[config.mk]
export PLATFORM = sky130hd
export DESIGN_NAME = cva6v_rvfi_commit_buffer
export DESIGN_NICKNAME = d
export VERILOG_FILES = /design/src/rtl/cva6v_rvfi_commit_buffer.sv
export SDC_FILE = /design/constraint.sdc
export NUM_CORES = 2
export LEC_CHECK = 0
export ABC_AREA = 0
export CAP_MARGIN = 20
export CELL_PAD_IN_SITES_DETAIL_PLACEMENT = 0
export CELL_PAD_IN_SITES_GLOBAL_PLACEMENT = 1
export CORE_ASPECT_RATIO = 0.75
export CORE_UTILIZATION = 49
export DETAILED_ROUTE_END_ITERATION = 16
export GPL_ROUTABILITY_DRIVEN = 0
export MAX_ROUTING_LAYER = met4
export PLACE_DENSITY = 0.87
export SLEW_MARGIN = 20
export SYNTH_ARGS = -nofsm -noshare
export SYNTH_HDL_FRONTEND = slang
export SYNTH_SLANG_ARGS = --single-unit
[constraint.sdc]
create_clock -name clk_i -period 19.9 [get_ports clk_i]
set_clock_uncertainty 0.15 [all_clocks]
set_input_delay 1.99 -clock clk_i [delete_from_list [all_inputs] [get_ports clk_i]]
set_output_delay 1.99 -clock clk_i [all_outputs]
set_load 0.005 [all_outputs]
[src/rtl/cva6v_rvfi_commit_buffer.sv]
// Retirement-record FIFO between the CVA6V commit ports and the trace drain.
// Captures up to NR_PORTS records per cycle, tags them with a sequence number, drops on overflow.
module cva6v_rvfi_commit_buffer #(
    parameter int NR_PORTS = 2,
    parameter int REC_W    = 128,
    parameter int DEPTH    = 16,
    parameter int SEQ_W    = 16
) (
    input  logic                      clk_i,
    input  logic                      rst_i,
    input  logic                      enable_i,
    input  logic                      clear_i,
    input  logic [NR_PORTS-1:0]       commit_valid_i,
    input  logic [NR_PORTS*REC_W-1:0] commit_data_i,
    output logic                      m_valid_o,
    input  logic                      m_ready_i,
    output logic [REC_W-1:0]          m_data_o,
    output logic [SEQ_W-1:0]          m_seq_o,
    output logic [$clog2(DEPTH):0]    level_o,
    output logic                      overflow_o,
    output logic [31:0]               drop_cnt_o
);
    localparam int PW = $clog2(DEPTH);
    localparam int LW = PW + 1;

    logic [REC_W-1:0] data_mem_q [DEPTH];
    logic [SEQ_W-1:0] seq_mem_q  [DEPTH];

    logic [PW-1:0]    rd_ptr_q, rd_ptr_d, wr_ptr_q, wr_ptr_d;
    logic [LW-1:0]    level_q, level_d;
    logic [SEQ_W-1:0] seq_q, seq_d;
    logic             overflow_q, overflow_d;
    logic [31:0]      drop_q, drop_d;
    logic [REC_W-1:0] out_data_q, out_data_d;
    logic [SEQ_W-1:0] out_seq_q, out_seq_d;

    logic [NR_PORTS-1:0] we;
    logic [PW-1:0]       waddr [NR_PORTS];
    logic [SEQ_W-1:0]    wseq  [NR_PORTS];
    logic [LW-1:0]       free, nwr, ndrop;
    logic                pop;
    logic [32:0]         drop_sum;

    always_comb begin
        free  = LW'(DEPTH) - level_q;
        nwr   = '0;
        ndrop = '0;
        // Valid ports are compacted in port order; only the first `free` of them fit.
        for (int k = 0; k < NR_PORTS; k++) begin
            we[k]    = 1'b0;
            waddr[k] = wr_ptr_q + PW'(nwr);
            wseq[k]  = seq_q + SEQ_W'(nwr);
            if (enable_i && commit_valid_i[k]) begin
                if (nwr < free) begin
                    we[k] = 1'b1;
                    nwr   = nwr + 1'b1;
                end else begin
                    ndrop = ndrop + 1'b1;
                end
            end
        end

        pop        = (level_q != '0) && m_ready_i;
        rd_ptr_d   = rd_ptr_q + PW'(pop);
        wr_ptr_d   = wr_ptr_q + nwr[PW-1:0];
        level_d    = level_q + nwr - LW'(pop);
        seq_d      = seq_q + SEQ_W'(nwr);
        drop_sum   = {1'b0, drop_q} + 33'(ndrop);
        drop_d     = drop_sum[32] ? 32'hFFFF_FFFF : drop_sum[31:0];
        overflow_d = overflow_q | (ndrop != '0);

        // Output registers track the next head entry, bypassing a same-cycle write into an empty FIFO.
        out_data_d = out_data_q;
        out_seq_d  = out_seq_q;
        if (level_d != '0) begin
            out_data_d = data_mem_q[rd_ptr_d];
            out_seq_d  = seq_mem_q[rd_ptr_d];
            for (int k = 0; k < NR_PORTS; k++) begin
                if (we[k] && (waddr[k] == rd_ptr_d)) begin
                    out_data_d = commit_data_i[k*REC_W +: REC_W];
                    out_seq_d  = wseq[k];
                end
            end
        end

        if (clear_i) begin
            rd_ptr_d   = '0;
            wr_ptr_d   = '0;
            level_d    = '0;
            seq_d      = '0;
            drop_d     = '0;
            overflow_d = 1'b0;
            out_data_d = '0;
            out_seq_d  = '0;
        end
    end

    always_ff @(posedge clk_i or posedge rst_i) begin
        if (rst_i) begin
            rd_ptr_q   <= '0;
            wr_ptr_q   <= '0;
            level_q    <= '0;
            seq_q      <= '0;
            drop_q     <= '0;
            overflow_q <= 1'b0;
            out_data_q <= '0;
            out_seq_q  <= '0;
        end else begin
            rd_ptr_q   <= rd_ptr_d;
            wr_ptr_q   <= wr_ptr_d;
            level_q    <= level_d;
            seq_q      <= seq_d;
            drop_q     <= drop_d;
            overflow_q <= overflow_d;
            out_data_q <= out_data_d;
            out_seq_q  <= out_seq_d;
        end
    end

    always_ff @(posedge clk_i) begin
        for (int k = 0; k < NR_PORTS; k++) begin
            if (we[k] && !clear_i) begin
                data_mem_q[waddr[k]] <= commit_data_i[k*REC_W +: REC_W];
                seq_mem_q[waddr[k]]  <= wseq[k];
            end
        end
    end

    assign m_valid_o  = (level_q != '0);
    assign m_data_o   = out_data_q;
    assign m_seq_o    = out_seq_q;
    assign level_o    = level_q;
    assign overflow_o = overflow_q;
    assign drop_cnt_o = drop_q;

endmodule

==> impl_results.md <==
- CTS tree: yes
- Layout fillers: 21.9k
- Most frequent cell after synthesis: nand2_1
- Final net count: 12.5k
- Predominant post-synthesis flop cell: edfxtp_1
- Sequential Power Share: 38.4%
- Gate power share: 32.3%
- TritonCTS buffer count: 247
- Critical path's largest stage delay: 890 ps
- Iteration-0 DRC count of the detailed router: 19.4k
- Starting Density: 49.3%
- Die Wd: 597 µm
- First-pass GRT wire length: 694 mm
- CTS H-tree depth: 4
- CTS sink count: 2510
- Power per Cell Area: 113 nW/µm²
- RSZ-0062 raised after global routing: no
- WHS: 355 ps
- Switching Share: 32.1%
- Grt met2 use: 53.3%
- GRT Total Usage: 37.0%
- Post-synth top cells: nand2_1 (6675), edfxtp_1 (2304), clkbuf_1 (870), mux4_2 (577), buf_2 (323)
- Vias: 103k
- FF+latch count, synth: 2510
- Yosys Warn Count: 0
- Post-synth EDFFs: 2304
- # resized after CTS: 0
- Crit-path cells: clkdlybuf4s50_1, nand2_1, nor2_1, ha_1, ha_1, xnor2_1, nand2_1, nor2_1, nand3_4, o21ai_4, buf_4, buf_4, buf_4
- Final setup fails: 0
- Synth top area share: 53.2%
- Crit end category: flop
- Post-CTS Setup Bufs: 0
- CP max FO: 42
- Total gr overflow: 0
- Die area: 267000 µm²
- Synth async-reset ratio: 8.21%
- GR peak layer: met2
- CTS Root Buffer Type: clkbuf_16
- Synth Area in Adders: 0.273%
- Post-synth top area cell: edfxtp_1
- Synth Area in Simple Gates: 20.4%
- Pint: 11.1 mW
- Met1 GRT Util: 48.1%
- Fin Setup TNS: 0 ps
- CTS Hold Bufs: 0
- Status: complete, no violations
- Max_cap viols: 0
- Core Area: 263000 µm²
- Psw: 5.24 mW
- Hold WC Path Type: flop to flop
- Register-to-Register Path Depth: 17
- Endpoints failing hold: 0
- Layout area overhead: 10.7%
- Die H: 448 µm
- Mux cell area share after synthesis: 12.3%
- Worst vdd ir: 0.000216 V
- Clk pwr share: 29.3%
- Vias in the first global route: 98.1k
- Io pins: 446
- Largest family of logic cells by synthesized area: simple AND/OR/NAND/NOR gates
- Share of post-route cells with drive strength above 1: 10.8%
- Highest Clock Rate: 118 MHz
- Post-route DRC: 0
- Post-synthesis instance total: 12.7k
- Syn Nets: 13.0k
- Longest Clk Path Bufs: 4
- Met3 Usage GRT: 11.7%
- Critical path arrival: 8790 ps
- Final design utilization: 54.6%
- Area fraction in compound gates after synthesis: 3.55%
- Final WL: 488 mm
- Worst rel slew slack: 15.1%
- Port buffer count: 445
- HPWL Detailed: 252 mm
- Crit Path Class: input port to flop
- DR pass1 iterations: 6
- Via density per instance: 6.39
- Post-synthesis sequential area ratio: 57.2%
- Leakage Power: 57.3 nW
- Syn_area_per_cell: 10.2 µm²
- Req. time, crit path: 20240 ps
- Period utilization: 42.5%
- Total count of max-transition violations in the final report: 0
- Yosys cell types: 60
- Crit path top cell by count: buf_4
- Final Critical Period: 8450 ps
- Later-pin clock latency in the skew report: 950 ps
- Slew @ Worst Pin: 1270 ps
- XOR/XNOR Fraction of Synth Area: 1.88%
- Routed wire per std cell: 30.4 µm
- Synth top area cells: edfxtp_1 (53%), nand2_1 (19%), mux4_2 (10%)
- Num rows: 163
- Initial antenna violation count: 83
- CTS clk-pin slew, worst paths: 60 ps
- Largest net degree at the start of global routing: 139
- Routed Antenna Nets: 0
- Startpoint types: input port
- CP max-delay cell: buf_4
- Mapped Area: 130000 µm²
- Hold depth: 1
-- sequential cells by signal, summed over array words and instances (netlist names) --
name and flops:
data_mem_q 2048, m_data_o 128, wr_ptr_q 4, overflow_o 1, m_seq_o 16, seq_q 16, rd_ptr_q 4, level_o 5
drop_cnt_o 32, seq_mem_q 256
-- worst max-delay path: cells and delay by family --
| family | cells | cell delay, ps |
|---|---|---|
| buffers and inverters | 4 | 3230 |
| AND/OR/NAND/NOR | 5 | 2210 |
| adder cells (fa/ha/maj) | 2 | 470 |
| XOR/XNOR | 1 | 390 |
| AO/OA/AOI/OAI | 1 | 260 |
-- stage by stage --
| stage | instances | total power, mW | setup WS, ps | instance area, µm² |
|---|---|---|---|---|
| 2_1_floorplan | 12700 | 9.93 | 5910 | 130000 |
| 3_3_place_gp | 15500 | 11.5 | 11260 | 136000 |
| 3_5_place_dp | 15500 | 11.5 | 11140 | 136000 |
| 4_1_cts | 16000 | 16.2 | 12020 | 144000 |
| 5_1_grt | 16100 | 16.8 | 11560 | 144000 |
| 6_report | 16100 | 16.3 | 11450 | 144000 |
-- layout by cell type, fill, tap and decap left out, types with 8 or more instances in the layout --
cell,instances
nand2_1,6675
edfxtp_1,2304
mux4_2,577
clkdlybuf4s50_1,444
clkbuf_16,250
dfrtp_1,200
buf_4,173
nor2_1,158
xor2_1,151
mux2i_1,144
mux2_2,143
o211ai_1,143
a221oi_1,142
a22oi_1,142
xnor2_1,118
o21ai_0,102
diode_2,82
clkbuf_1,74
o21ai_1,60
clkinv_1,43
clkinv_2,31
a21oi_1,30
clkbuf_8,28
nand3_1,27
buf_12,22
ha_1,20
bufinv_16,20
inv_1,19
nand3_4,17
nand4_1,17
o21ai_4,16
and3_1,10
nor2b_1,10
and3_4,10
or3_1,9
nor3_1,8
-- metal layers --
| metal | vias to the layer above | share of wire (%) |
|---|---|---|
| li1 | 42000 | - |
| met1 | 49100 | 34 |
| met2 | 9925 | 43 |
| met3 | 1675 | 18 |
| met4 | 0 | 4.8 |
| met5 | - | 0 |
-- kinds of logic (layout without fill, tap and decap cells) --
| kind of cell | count (synthesis) | after routing |
|---|---|---|
| AOI/OAI and AO/OA | 657 | 657 |
| xor gates and xnor gates | 275 | 275 |
| adders and majority gates | 26 | 26 |
| buffers and inverters | 1391 | 1124 |
| DFF | 2510 | 2510 |
| muxes | 864 | 864 |
| other | 0 | 82 |
| and+or+nand+nor | 6979 | 6979 |
-- worst paths after layout --
path / end / slack [ps] / startpoint
max: data_mem_q[1][65] / 11450 / enable_i
min: overflow_o / 350 / overflow_o
max reg2reg: data_mem_q[1][65] / 11620 / level_o[0]
min reg2reg: overflow_o / 350 / overflow_o
max in group asynchronous: m_data_o[23] / 16560 / rst_i
min in group asynchronous: m_data_o[108] / 1460 / rst_i
-- layout make-up --
type / instances / area (µm²) / share of cell area (%)
multi-input combinational: 8801 / 50600 / 35.2
clock buffer: 352 / 6920 / 4.81
inverter: 21 / 86.3 / 0.0600
sequential: 2510 / 74300 / 51.7
antenna: 82 / 205 / 0.143
timing repair buffer: 644 / 6280 / 4.36
tap: 3547 / 4440 / 3.08
clock inverter: 107 / 1060 / 0.736
-- power groups by stage --
stage | registers, mW | logic (mW) | clock network [mW]
final | 6.27 | 5.28 | 4.79
after global routing | 6.27 | 5.55 | 4.96
after floorplan | 6.32 | 3.61 | 0
after CTS | 6.25 | 5.19 | 4.77
after global placement | 6.35 | 5.12 | 0
after detailed placement | 6.36 | 5.17 | 0
(Power assumes the default switching activity.)
